--- src/rtl/dbg_mmreg_mc_if.sv ---
// dbg_mmreg_mc_if
//   Register-bus bundle between the subsystem CPU side (master) and the
//   debug register block (slave). Single-cycle strobe with a registered
//   read return one cycle later; ready is always asserted.
// Signals:
//   reg_en_i    access strobe
//   reg_addr_i  byte address, word offset taken from [7:2]
//   reg_wdata_i write data
//   reg_we_i    1 = write, 0 = read
//   reg_rdata_o registered read data
//   reg_ready_o always 1
interface dbg_mmreg_mc_if;
  logic        reg_en_i;
  logic [31:0] reg_addr_i;
  logic [31:0] reg_wdata_i;
  logic        reg_we_i;
  logic [31:0] reg_rdata_o;
  logic        reg_ready_o;

  modport master (
    output reg_en_i, reg_addr_i, reg_wdata_i, reg_we_i,
    input  reg_rdata_o, reg_ready_o
  );

  modport slave (
    input  reg_en_i, reg_addr_i, reg_wdata_i, reg_we_i,
    output reg_rdata_o, reg_ready_o
  );
endinterface

--- src/rtl/dbg_mmreg_mc.sv ---
// dbg_mmreg_mc
//   Memory-mapped register block: TBRE start/end/go/epoch control and
//   status, NUM_CH debug FIFOs with programmable watermark and sticky
//   overflow, and one maskable interrupt with write-1-to-clear status.
// Ports:
//   clk_i            clock
//   rst_i            synchronous active-high reset
//   bus              register bus (slave side of dbg_mmreg_mc_if)
//   mmreg_coreout_i  bit0 = TBRE busy, other bits unused
//   mmreg_corein_o   {63'h0, tbre_go, tbre_end, tbre_start}
//   irq_o            |(INTR_STAT & INTR_EN)
module dbg_mmreg_mc #(
  parameter int NUM_CH     = 4,
  parameter int FIFO_DEPTH = 16,
  parameter int DW         = 8
) (
  input  logic          clk_i,
  input  logic          rst_i,
  dbg_mmreg_mc_if.slave bus,
  input  logic [63:0]   mmreg_coreout_i,
  output logic [127:0]  mmreg_corein_o,
  output logic          irq_o
);
  localparam int AW = $clog2(FIFO_DEPTH);
  // Implemented INTR_EN bits: done, per-channel watermark, per-channel overflow.
  localparam logic [31:0] CH_BITS = (32'h1 << NUM_CH) - 32'h1;
  localparam logic [31:0] EN_MASK = 32'h1 | (CH_BITS << 8) | (CH_BITS << 16);

  logic       wr_op, rd_op;
  logic [5:0] off;
  logic [31:0] wdata;

  assign wr_op = bus.reg_en_i & bus.reg_we_i;
  assign rd_op = bus.reg_en_i & ~bus.reg_we_i;
  assign off   = bus.reg_addr_i[7:2];
  assign wdata = bus.reg_wdata_i;
  assign bus.reg_ready_o = 1'b1;

  logic unused_bits;
  assign unused_bits = ^{bus.reg_addr_i[31:8], bus.reg_addr_i[1:0], mmreg_coreout_i[63:1]};

  // TBRE control/status
  logic [31:0] start_reg, end_reg, en_reg, rdata_reg, rdata_next, intr_stat;
  logic [30:0] epoch_reg;
  logic        go_reg, busy_reg, done_reg, done;

  assign done = busy_reg & ~mmreg_coreout_i[0];

  always_ff @(posedge clk_i) begin
    if (rst_i) begin
      start_reg <= '0;
      end_reg   <= '0;
      en_reg    <= '0;
      epoch_reg <= '0;
      go_reg    <= 1'b0;
      busy_reg  <= 1'b0;
      done_reg  <= 1'b0;
      rdata_reg <= '0;
    end else begin
      go_reg   <= wr_op && off == 6'h02;
      busy_reg <= mmreg_coreout_i[0];
      if (wr_op && off == 6'h00) start_reg <= wdata;
      if (wr_op && off == 6'h01) end_reg   <= wdata;
      if (wr_op && off == 6'h05) en_reg    <= wdata & EN_MASK;
      if (done) epoch_reg <= epoch_reg + 31'd1;
      // A completing TBRE run outranks a simultaneous clear.
      if (done) done_reg <= 1'b1;
      else if (wr_op && off == 6'h04 && wdata[0]) done_reg <= 1'b0;
      if (rd_op) rdata_reg <= rdata_next;
    end
  end

  // Per-channel FIFO state exported to the read mux and interrupt logic
  logic [NUM_CH-1:0][7:0]  depth_w;
  logic [NUM_CH-1:0][7:0]  thr_w;
  logic [NUM_CH-1:0][15:0] head_w;
  logic [NUM_CH-1:0]       empty_w, full_w, ovf_w, wm_w;

  genvar gi;
  generate
    for (gi = 0; gi < NUM_CH; gi++) begin : g_ch
      logic [AW:0]    wr_reg, rd_reg, cnt;
      logic [DW-1:0]  mem_reg [FIFO_DEPTH];
      logic [7:0]     thr_reg;
      logic           ovf_reg, push, pop, stat_wr, ovf_clr, full, empty;

      // Extra pointer bit distinguishes full from empty; wrap is modulo.
      assign cnt     = wr_reg - rd_reg;
      assign full    = cnt == (AW+1)'(FIFO_DEPTH);
      assign empty   = cnt == '0;
      assign push    = wr_op && off == 6'(16 + 2*gi);
      assign pop     = rd_op && off == 6'(16 + 2*gi) && !empty;
      assign stat_wr = wr_op && off == 6'(17 + 2*gi);
      assign ovf_clr = (wr_op && off == 6'h04 && wdata[16+gi]) || (stat_wr && wdata[10]);

      always_ff @(posedge clk_i) begin
        if (rst_i) begin
          wr_reg  <= '0;
          rd_reg  <= '0;
          ovf_reg <= 1'b0;
          thr_reg <= 8'(FIFO_DEPTH / 2);
          for (int i = 0; i < FIFO_DEPTH; i++) mem_reg[i] <= '0;
        end else begin
          if (push && !full) begin
            mem_reg[wr_reg[AW-1:0]] <= wdata[DW-1:0];
            wr_reg <= wr_reg + 1'b1;
          end
          if (pop) rd_reg <= rd_reg + 1'b1;
          // Dropped push sets overflow even if software clears it this cycle.
          if (push && full) ovf_reg <= 1'b1;
          else if (ovf_clr) ovf_reg <= 1'b0;
          if (stat_wr) thr_reg <= wdata[23:16];
        end
      end

      assign depth_w[gi] = 8'(cnt);
      assign thr_w[gi]   = thr_reg;
      assign head_w[gi]  = 16'(mem_reg[rd_reg[AW-1:0]]);
      assign empty_w[gi] = empty;
      assign full_w[gi]  = full;
      assign ovf_w[gi]   = ovf_reg;
      // Zero threshold disables; thresholds above the depth never match.
      assign wm_w[gi]    = (thr_reg != 8'd0) && (8'(cnt) >= thr_reg);
    end
  endgenerate

  always_comb begin
    intr_stat = '0;
    intr_stat[0] = done_reg;
    intr_stat[8 +: NUM_CH]  = wm_w;
    intr_stat[16 +: NUM_CH] = ovf_w;
  end

  always_comb begin
    rdata_next = '0;
    case (off)
      6'h00: rdata_next = start_reg;
      6'h01: rdata_next = end_reg;
      6'h02: rdata_next = 32'h5500_0000;
      6'h03: rdata_next = {epoch_reg, busy_reg};
      6'h04: rdata_next = intr_stat;
      6'h05: rdata_next = en_reg;
      default: rdata_next = '0;
    endcase
    for (int c = 0; c < NUM_CH; c++) begin
      if (off == 6'(16 + 2*c))
        rdata_next = {15'h0, empty_w[c], head_w[c]};
      if (off == 6'(17 + 2*c))
        rdata_next = {8'h0, thr_w[c], 5'h0, ovf_w[c], full_w[c], empty_w[c], depth_w[c]};
    end
  end

  assign bus.reg_rdata_o = rdata_reg;
  assign mmreg_corein_o  = {63'h0, go_reg, end_reg, start_reg};
  assign irq_o           = |(intr_stat & en_reg);
endmodule

--- src/flat_wrapper.sv ---
// flat-port wrapper written by rule: the top's interface ports become plain ports
module dbg_mmreg_mc_flat 
#(
  parameter int NUM_CH     = 4,
  parameter int FIFO_DEPTH = 16,
  parameter int DW         = 8
)
  (clk_i, rst_i, mmreg_coreout_i, mmreg_corein_o, irq_o, bus_reg_en_i, bus_reg_addr_i, bus_reg_wdata_i, bus_reg_we_i, bus_reg_rdata_o, bus_reg_ready_o);
  dbg_mmreg_mc_if bus_i ();
  input  logic clk_i;
  input  logic rst_i;
  input  logic [63:0] mmreg_coreout_i;
  output logic [127:0] mmreg_corein_o;
  output logic irq_o;
  input wire logic [$bits(bus_i.reg_en_i)-1:0] bus_reg_en_i;
  input wire logic [$bits(bus_i.reg_addr_i)-1:0] bus_reg_addr_i;
  input wire logic [$bits(bus_i.reg_wdata_i)-1:0] bus_reg_wdata_i;
  input wire logic [$bits(bus_i.reg_we_i)-1:0] bus_reg_we_i;
  output wire logic [$bits(bus_i.reg_rdata_o)-1:0] bus_reg_rdata_o;
  output wire logic [$bits(bus_i.reg_ready_o)-1:0] bus_reg_ready_o;
  assign bus_i.reg_en_i = bus_reg_en_i;
  assign bus_i.reg_addr_i = bus_reg_addr_i;
  assign bus_i.reg_wdata_i = bus_reg_wdata_i;
  assign bus_i.reg_we_i = bus_reg_we_i;
  assign bus_reg_rdata_o = bus_i.reg_rdata_o;
  assign bus_reg_ready_o = bus_i.reg_ready_o;
  dbg_mmreg_mc #(.NUM_CH(NUM_CH), .FIFO_DEPTH(FIFO_DEPTH), .DW(DW)) u_core (.clk_i(clk_i), .rst_i(rst_i), .bus(bus_i), .mmreg_coreout_i(mmreg_coreout_i), .mmreg_corein_o(mmreg_corein_o), .irq_o(irq_o));
endmodule
--- config.mk ---
export PLATFORM = sky130hd
export DESIGN_NAME = dbg_mmreg_mc_flat
export DESIGN_NICKNAME = d
export VERILOG_FILES = /design/src/rtl/dbg_mmreg_mc_if.sv /design/src/rtl/dbg_mmreg_mc.sv /design/src/flat_wrapper.sv
export SDC_FILE = /design/constraint.sdc
export NUM_CORES = 1
export LEC_CHECK = 0
export CAP_MARGIN = 20
export CORE_MARGIN = 2
export CORE_UTILIZATION = 47
export CTS_CLUSTER_DIAMETER = 200
export DETAILED_ROUTE_END_ITERATION = 7
export GPL_ROUTABILITY_DRIVEN = 0
export HOLD_SLACK_MARGIN = 0.02
export PLACE_DENSITY = 0.69
export SYNTH_ARGS = -nofsm -noshare
export SYNTH_HDL_FRONTEND = slang
export SYNTH_SLANG_ARGS = --single-unit
export TNS_END_PERCENT = 50
--- constraint.sdc ---
create_clock -name clk_i -period 3.62 [get_ports clk_i]
set_input_delay 0.543 -clock clk_i [delete_from_list [all_inputs] [get_ports clk_i]]
set_output_delay 0.543 -clock clk_i [all_outputs]
set_load 0.005 [all_outputs]
Word level (Yosys, flattened, before mapping). Memories as Yosys holds them, arrays and structs flattened. A register that Yosys moved wholly into a read port is not among the register bits. Index checks and enable logic that the tools add are counted.

RAM bits: 512. Output and inout bits: 162. Memories: 4. Flip-flop bits (word level): 215. Logic and storage cells: 194. Bits of input ports: 132.

Memory list: u_core.g_ch[0].mem_reg (words 16, bits a word 8, rd ports 1, clocked after memory_dff 1, wr ports 16, RTL line dbg_mmreg_mc.sv:83) `logic [DW-1:0] mem_reg [FIFO_DEPTH];`; u_core.g_ch[1].mem_reg (words 16, bits a word 8, rd ports 1, clocked after memory_dff 1, wr ports 16, RTL line dbg_mmreg_mc.sv:83); u_core.g_ch[2].mem_reg (words 16, bits a word 8, rd ports 1, clocked after memory_dff 1, wr ports 16, RTL line dbg_mmreg_mc.sv:83); u_core.g_ch[3].mem_reg (words 16, bits a word 8, rd ports 1, clocked after memory_dff 1, wr ports 16, RTL line dbg_mmreg_mc.sv:83).

Bitwise logic cells: 6. Magnitude comparators: 4. Muxes and demuxes: 53. Equality and inequality tests: 17. Reduce and logical (&&, ||, !) cells: 73. Add/subtract/negate cells: 13.

Operators by type and width (count): $mux W32 (8); $pmux W32 S6 (1); $eq A6 B5 Y1 const B (8); $mux W4 (12); $logic_and A1 B1 Y1 (42); $add A5 B1 Y5 const B (8); $ge A5 B8 Y1 (4); $mux W8 (4); $reduce_bool A8 Y1 (4); $reduce_or A32 Y1 (1); $reduce_or A8 Y1 (4); $add A31 B1 Y31 const B (1); $mux W1 (28); $and A20 B20 Y20 (1); $eq A5 B5 Y1 const B (4); $logic_not A5 Y1 (4); $sub A5 B5 Y5 (4); $eq A6 B2 Y1 const B (2); $eq A6 B3 Y1 const B (2); $reduce_bool A2 Y1 (5); $logic_not A1 Y1 (8); $eq A6 B1 Y1 const B (1); $logic_not A6 Y1 (1); $logic_or A1 B1 Y1 (4); 2 further kinds (5).

Logic depth before layout (Yosys ltp).
Word-level depth: 12. Gate-level depth with buffers: 14. Gate-level depth less buffers: 14.

Worst setup path before layout. OpenSTA, ideal clock, no wires.

Kind: register to register. Start point: reg u_core.g_ch[2].wr_reg[0]. End point: mem u_core.g_ch[2].mem_reg[14][0], enable pin. Buffers on the path: 1. Cell stages (with the launch flop): 13. Arrival time: 2.910 ns. Path slack: 0.440 ns. Setup time: 0.271 ns. Cell sequence: dfxtp_1 -> inv_1 -> ha_1 -> inv_1 -> fa_1 -> xor2_1 -> or3b_1 -> a211oi_1 -> o21ai_1 -> nand2_2 -> buf_6 -> nor3_2 -> or2_2.

RTL lines: start, declared (RTL line dbg_mmreg_mc.sv:82) `logic [AW:0] wr_reg, rd_reg, cnt;`; start signal, assigned (RTL line dbg_mmreg_mc.sv:106) `wr_reg <= wr_reg + 1'b1;`; end, declared (RTL line dbg_mmreg_mc.sv:83).

Worst setup path in the final report.
Start point: reg u_core.g_ch[3].rd_reg[1]. End point: out irq_o.

Word-level cells in the longest chain between the ends: 5.

Ends and longest elaborated chain: start, declared (RTL line dbg_mmreg_mc.sv:82); start signal, assigned (RTL line dbg_mmreg_mc.sv:108) `if (pop) rd_reg <= rd_reg + 1'b1;`; $sub A5 B5 Y5 (RTL line dbg_mmreg_mc.sv:88) `assign cnt = wr_reg - rd_reg;`; $ge A5 B8 Y1 (RTL line dbg_mmreg_mc.sv:123) `assign wm_w[gi] = (thr_reg != 8'd0) && (8'(cnt) >= thr_reg);`; $logic_and A1 B1 Y1 (RTL line dbg_mmreg_mc.sv:123); $and A20 B20 Y20 (RTL line dbg_mmreg_mc.sv:155) `assign irq_o = |(intr_stat & en_reg);`; $reduce_or A32 Y1 (RTL line dbg_mmreg_mc.sv:155); end, declared (RTL line flat_wrapper.sv:14) `output logic irq_o;`.

Every way passes these cells.

==> impl_results.rst <==
.. list-table::
   :header-rows: 1

   * - Metric
     - Value
   * - Outcome
     - finished, violations left
   * - Violations in the final reports
     - negative setup slack
   * - Number of diodes
     - 0
   * - Number of violations reported at the end of detailed-routing iteration 0
     - 2,566
   * - Fin worst setup slack
     - -149 ps
   * - Die extent in x
     - 281 microns
   * - Number of cells produced by synthesis
     - 3,025
   * - Final setup violation count
     - 1
   * - Share of cells above drive strength 1
     - 18.4%
   * - Worst voltage drop across the vdd grid
     - 0.444 mV
   * - Startpoint of the worst setup timing path
     - u_core.g_ch[3].rd_reg[1]
   * - Flop-to-flop setup slack
     - 80 ps
   * - Core region area
     - 76,100 sq um
   * - RSZ-0062 raised after global routing
     - true
   * - Number of buffers added by the clock tree synthesis step
     - 78
   * - Max H-tree Level
     - 3
   * - Post-Place Worst Slack
     - -142 ps
   * - Pwr per Cell Area
     - 439 nW/um^2
   * - Hold bufs inserted after CTS
     - 0
   * - Vias after detailed routing
     - 24,905
   * - Die Area
     - 79,100 sq um
   * - Worst R2R Start
     - u_core.g_ch[3].wr_reg[0]
   * - Most common cell in the synthesized netlist
     - sky130_fd_sc_hd__and2_1
   * - End of the worst register-to-register path
     - u_core.g_ch[3].mem_reg[6][5]
   * - Via/cell ratio
     - 5.76
   * - Crit start category
     - register
   * - Filler cells
     - 6,131
   * - Top cells by instance count after synthesis
     - sky130_fd_sc_hd__and2_1, sky130_fd_sc_hd__edfxtp_1, sky130_fd_sc_hd__nand2_1
   * - Slew margin rel.
     - 24.7%
   * - Post-layout minimum cycle time
     - 3770 ps
   * - Std cell rows
     - 101
   * - Crit Path Category
     - register to primary output
   * - Number of antenna violations at the first check in global routing
     - 2
   * - Max FFs per register
     - 512
   * - Highest attainable clock frequency
     - 265 MHz
   * - Total power of the final layout
     - 18.5 mW
   * - Leftover overflow at the end of global routing
     - 0
   * - Required time reported for the critical path endpoint
     - 3080 ps
   * - Post-Synthesis Cell Area
     - 36,100 sq um
   * - Max cap viols
     - 0
   * - Source-to-sink clock delay at the later pin of the worst-skew pair
     - 640 ps
   * - Remaining antenna violation count
     - 0
   * - Worst Setup EP
     - irq_o
   * - Distinct cell type count after synthesis
     - 78
   * - Data arrival, critical path
     - 3230 ps
   * - Largest clock skew in the final design
     - 28.5 ps
   * - Final Slew Violations
     - 0
   * - Max Root-Sink Buffers
     - 3
   * - Number of register bits inferred by synthesis
     - 743
   * - HPWL after detailed placement
     - 70,000 microns
   * - Synth Area per Inst
     - 11.9 sq um
   * - Flip-flop cell with the highest count after synthesis
     - sky130_fd_sc_hd__edfxtp_1
   * - Final #Nets
     - 3,424
   * - Crit path max fanout
     - 3
   * - Dominant cells by area after synthesis
     - sky130_fd_sc_hd__edfxtp_1, sky130_fd_sc_hd__dfxtp_1, sky130_fd_sc_hd__and2_1, sky130_fd_sc_hd__mux4_2, sky130_fd_sc_hd__nand2_1
   * - Async set or reset register ratio after synthesis
     - 0%
   * - Average routed wire per standard cell
     - 23.2 microns
   * - Initial Util
     - 47.5%
   * - Y dimension of the die
     - 281 microns
   * - Top-Level Pins
     - 294
   * - Worst-Margin Slew
     - 1130 ps
   * - Register-to-Register Path Depth
     - 23
   * - Area share of the largest cell type after synthesis
     - 42.6%
   * - Sequential fraction of the synthesis area
     - 55.4%
   * - Crit. End Element
     - primary output
   * - Clock Sinks
     - 743
   * - Number of buffers inserted by port buffering
     - 140
   * - Overall Global Routing Usage
     - 25.3%
   * - Syn. warnings
     - 0
   * - Root Buffer Master
     - sky130_fd_sc_hd__clkbuf_16
   * - Clock slew at reported path FFs
     - 60 ps
   * - Static power due to leakage
     - 14.8 nW
   * - DRC Markers
     - 0
   * - Hold Fails Final Rpt
     - 0
   * - Via count of the first global-routing pass
     - 24,957
   * - Path category of the worst min-delay check
     - input pin to register
   * - Count of cells along the worst hold path
     - 2
   * - Cell type with the highest aggregate area in the netlist
     - sky130_fd_sc_hd__edfxtp_1
   * - DRT Pass-1 Iters
     - 8
   * - Growth of design area from synthesis to finish
     - 16.7%
   * - Fraction of the cycle the final worst path needs
     - 104%
   * - Number of enable-type register cells in the synthesized netlist
     - 512
   * - Aggregate routed wire length
     - 100,000 microns
   * - Wire length of the first global-routing pass
     - 151,000 microns
   * - Maximum number of pins on one net before global-route repair
     - 140
   * - TritonCTS clock tree
     - built
[layout make-up]
| type | instances | area (sq um) | share of cell area, % |
|---|---|---|---|
| clock buffer | 104 | 2200 | 5.23 |
| clock inverter | 38 | 454 | 1.08 |
| inverter | 55 | 206 | 0.490 |
| multi-input combinational | 2030 | 15200 | 36.0 |
| sequential | 743 | 20000 | 47.5 |
| tap | 1030 | 1290 | 3.06 |
| timing repair buffer | 323 | 2830 | 6.72 |
[how the worst min path moves through the flow]
stage	from	to	slack, ps
3_5_place_dp	u_core.bus.reg_rdata_o[30]	u_core.bus.reg_rdata_o[30]	450
5_1_grt	rst_i	u_core.g_ch[1].wr_reg[1]	330
2_1_floorplan	u_core.g_ch[1].thr_reg[4]	u_core.g_ch[1].thr_reg[4]	440
6_report	rst_i	u_core.g_ch[1].wr_reg[1]	330
3_3_place_gp	u_core.bus.reg_rdata_o[30]	u_core.bus.reg_rdata_o[30]	440
4_1_cts	rst_i	u_core.g_ch[1].wr_reg[1]	310
[placed cells by master, fill, tap and decap left out, types with 14 or more instances in the layout]
| cell type | count |
|---|---|
| sky130_fd_sc_hd__a21oi_1 | 161 |
| sky130_fd_sc_hd__a22oi_1 | 38 |
| sky130_fd_sc_hd__and2_1 | 524 |
| sky130_fd_sc_hd__and3_1 | 15 |
| sky130_fd_sc_hd__buf_4 | 174 |
| sky130_fd_sc_hd__clkbuf_1 | 15 |
| sky130_fd_sc_hd__clkbuf_16 | 82 |
| sky130_fd_sc_hd__clkdlybuf4s50_1 | 129 |
| sky130_fd_sc_hd__conb_1 | 64 |
| sky130_fd_sc_hd__dfxtp_1 | 222 |
| sky130_fd_sc_hd__edfxtp_1 | 512 |
| sky130_fd_sc_hd__ha_1 | 54 |
| sky130_fd_sc_hd__inv_1 | 52 |
| sky130_fd_sc_hd__mux2i_1 | 45 |
| sky130_fd_sc_hd__mux4_2 | 137 |
| sky130_fd_sc_hd__nand2_1 | 295 |
| sky130_fd_sc_hd__nand2b_1 | 23 |
| sky130_fd_sc_hd__nand3_1 | 40 |
| sky130_fd_sc_hd__nand4_1 | 24 |
| sky130_fd_sc_hd__nor2_1 | 155 |
| sky130_fd_sc_hd__nor3_1 | 24 |
| sky130_fd_sc_hd__nor4_4 | 14 |
| sky130_fd_sc_hd__o21ai_0 | 43 |
| sky130_fd_sc_hd__or2_2 | 42 |
| sky130_fd_sc_hd__or3_1 | 15 |
| sky130_fd_sc_hd__xnor2_1 | 35 |
| sky130_fd_sc_hd__xor2_1 | 30 |
[layer usage]
layer	routed length, microns	part of all wire (%)	track usage, %
met3	9010	9.0	4.83
met5	27	0.027	0
met1	38900	39	32.5
met2	47000	47	40.8
met4	5400	5.4	13.4
[what timing repair did]
item,4_1_cts,5_1_grt
gates resized for setup,25,42
buffers inserted,18,7
hold endpoints to repair,0,0
pin swaps,9,17
setup endpoints to repair,9,337
[where the power goes]
part | internal [mW] | switching (mW)
logic | 0.248 | 0.508
registers | 9.30 | 0.0898
clock network | 4.99 | 3.38
total | 14.5 | 3.98
[kinds of logic after synthesis]
logic type	synth area share (%)
other	0.0208
buffers and inverters	4.13
adder cells (fa/ha/maj)	2.20
AO/OA/AOI/OAI	6.11
XOR/XNOR	1.70
AND/OR/NAND/NOR	20.3
multiplexers	10.1
flip-flops	55.4
[critical path, cell delays in order (launching register included)]
cell and delay, ps:
sky130_fd_sc_hd__dfxtp_1 360, sky130_fd_sc_hd__inv_1 90, sky130_fd_sc_hd__buf_4 140, sky130_fd_sc_hd__ha_1 280
sky130_fd_sc_hd__nor2b_1 150, sky130_fd_sc_hd__o21ai_2 170, sky130_fd_sc_hd__nand2_1 90, sky130_fd_sc_hd__xnor2_1 270
sky130_fd_sc_hd__ha_1 290, sky130_fd_sc_hd__o21ai_0 110, sky130_fd_sc_hd__a21oi_2 130, sky130_fd_sc_hd__a22oi_2 230
sky130_fd_sc_hd__nand3_2 130, sky130_fd_sc_hd__buf_2 150
[metrics by stage]
step / TNS (ps) / util [%] / area (sq um) / instances / hold slack (ps)
6_report: -149 / 55.4 / 42200 / 4323 / 331
5_1_grt: -1470 / 55.4 / 42200 / 4323 / 334
4_1_cts: -366 / 55.0 / 41800 / 4315 / 307
3_5_place_dp: -836 / 51.2 / 39000 / 4155 / 450
3_3_place_gp: -122 / 51.2 / 39000 / 4155 / 443
2_1_floorplan: 0 / - / 36400 / 3087 / 436
No activity file was read; power rests on OpenSTA's default activity.
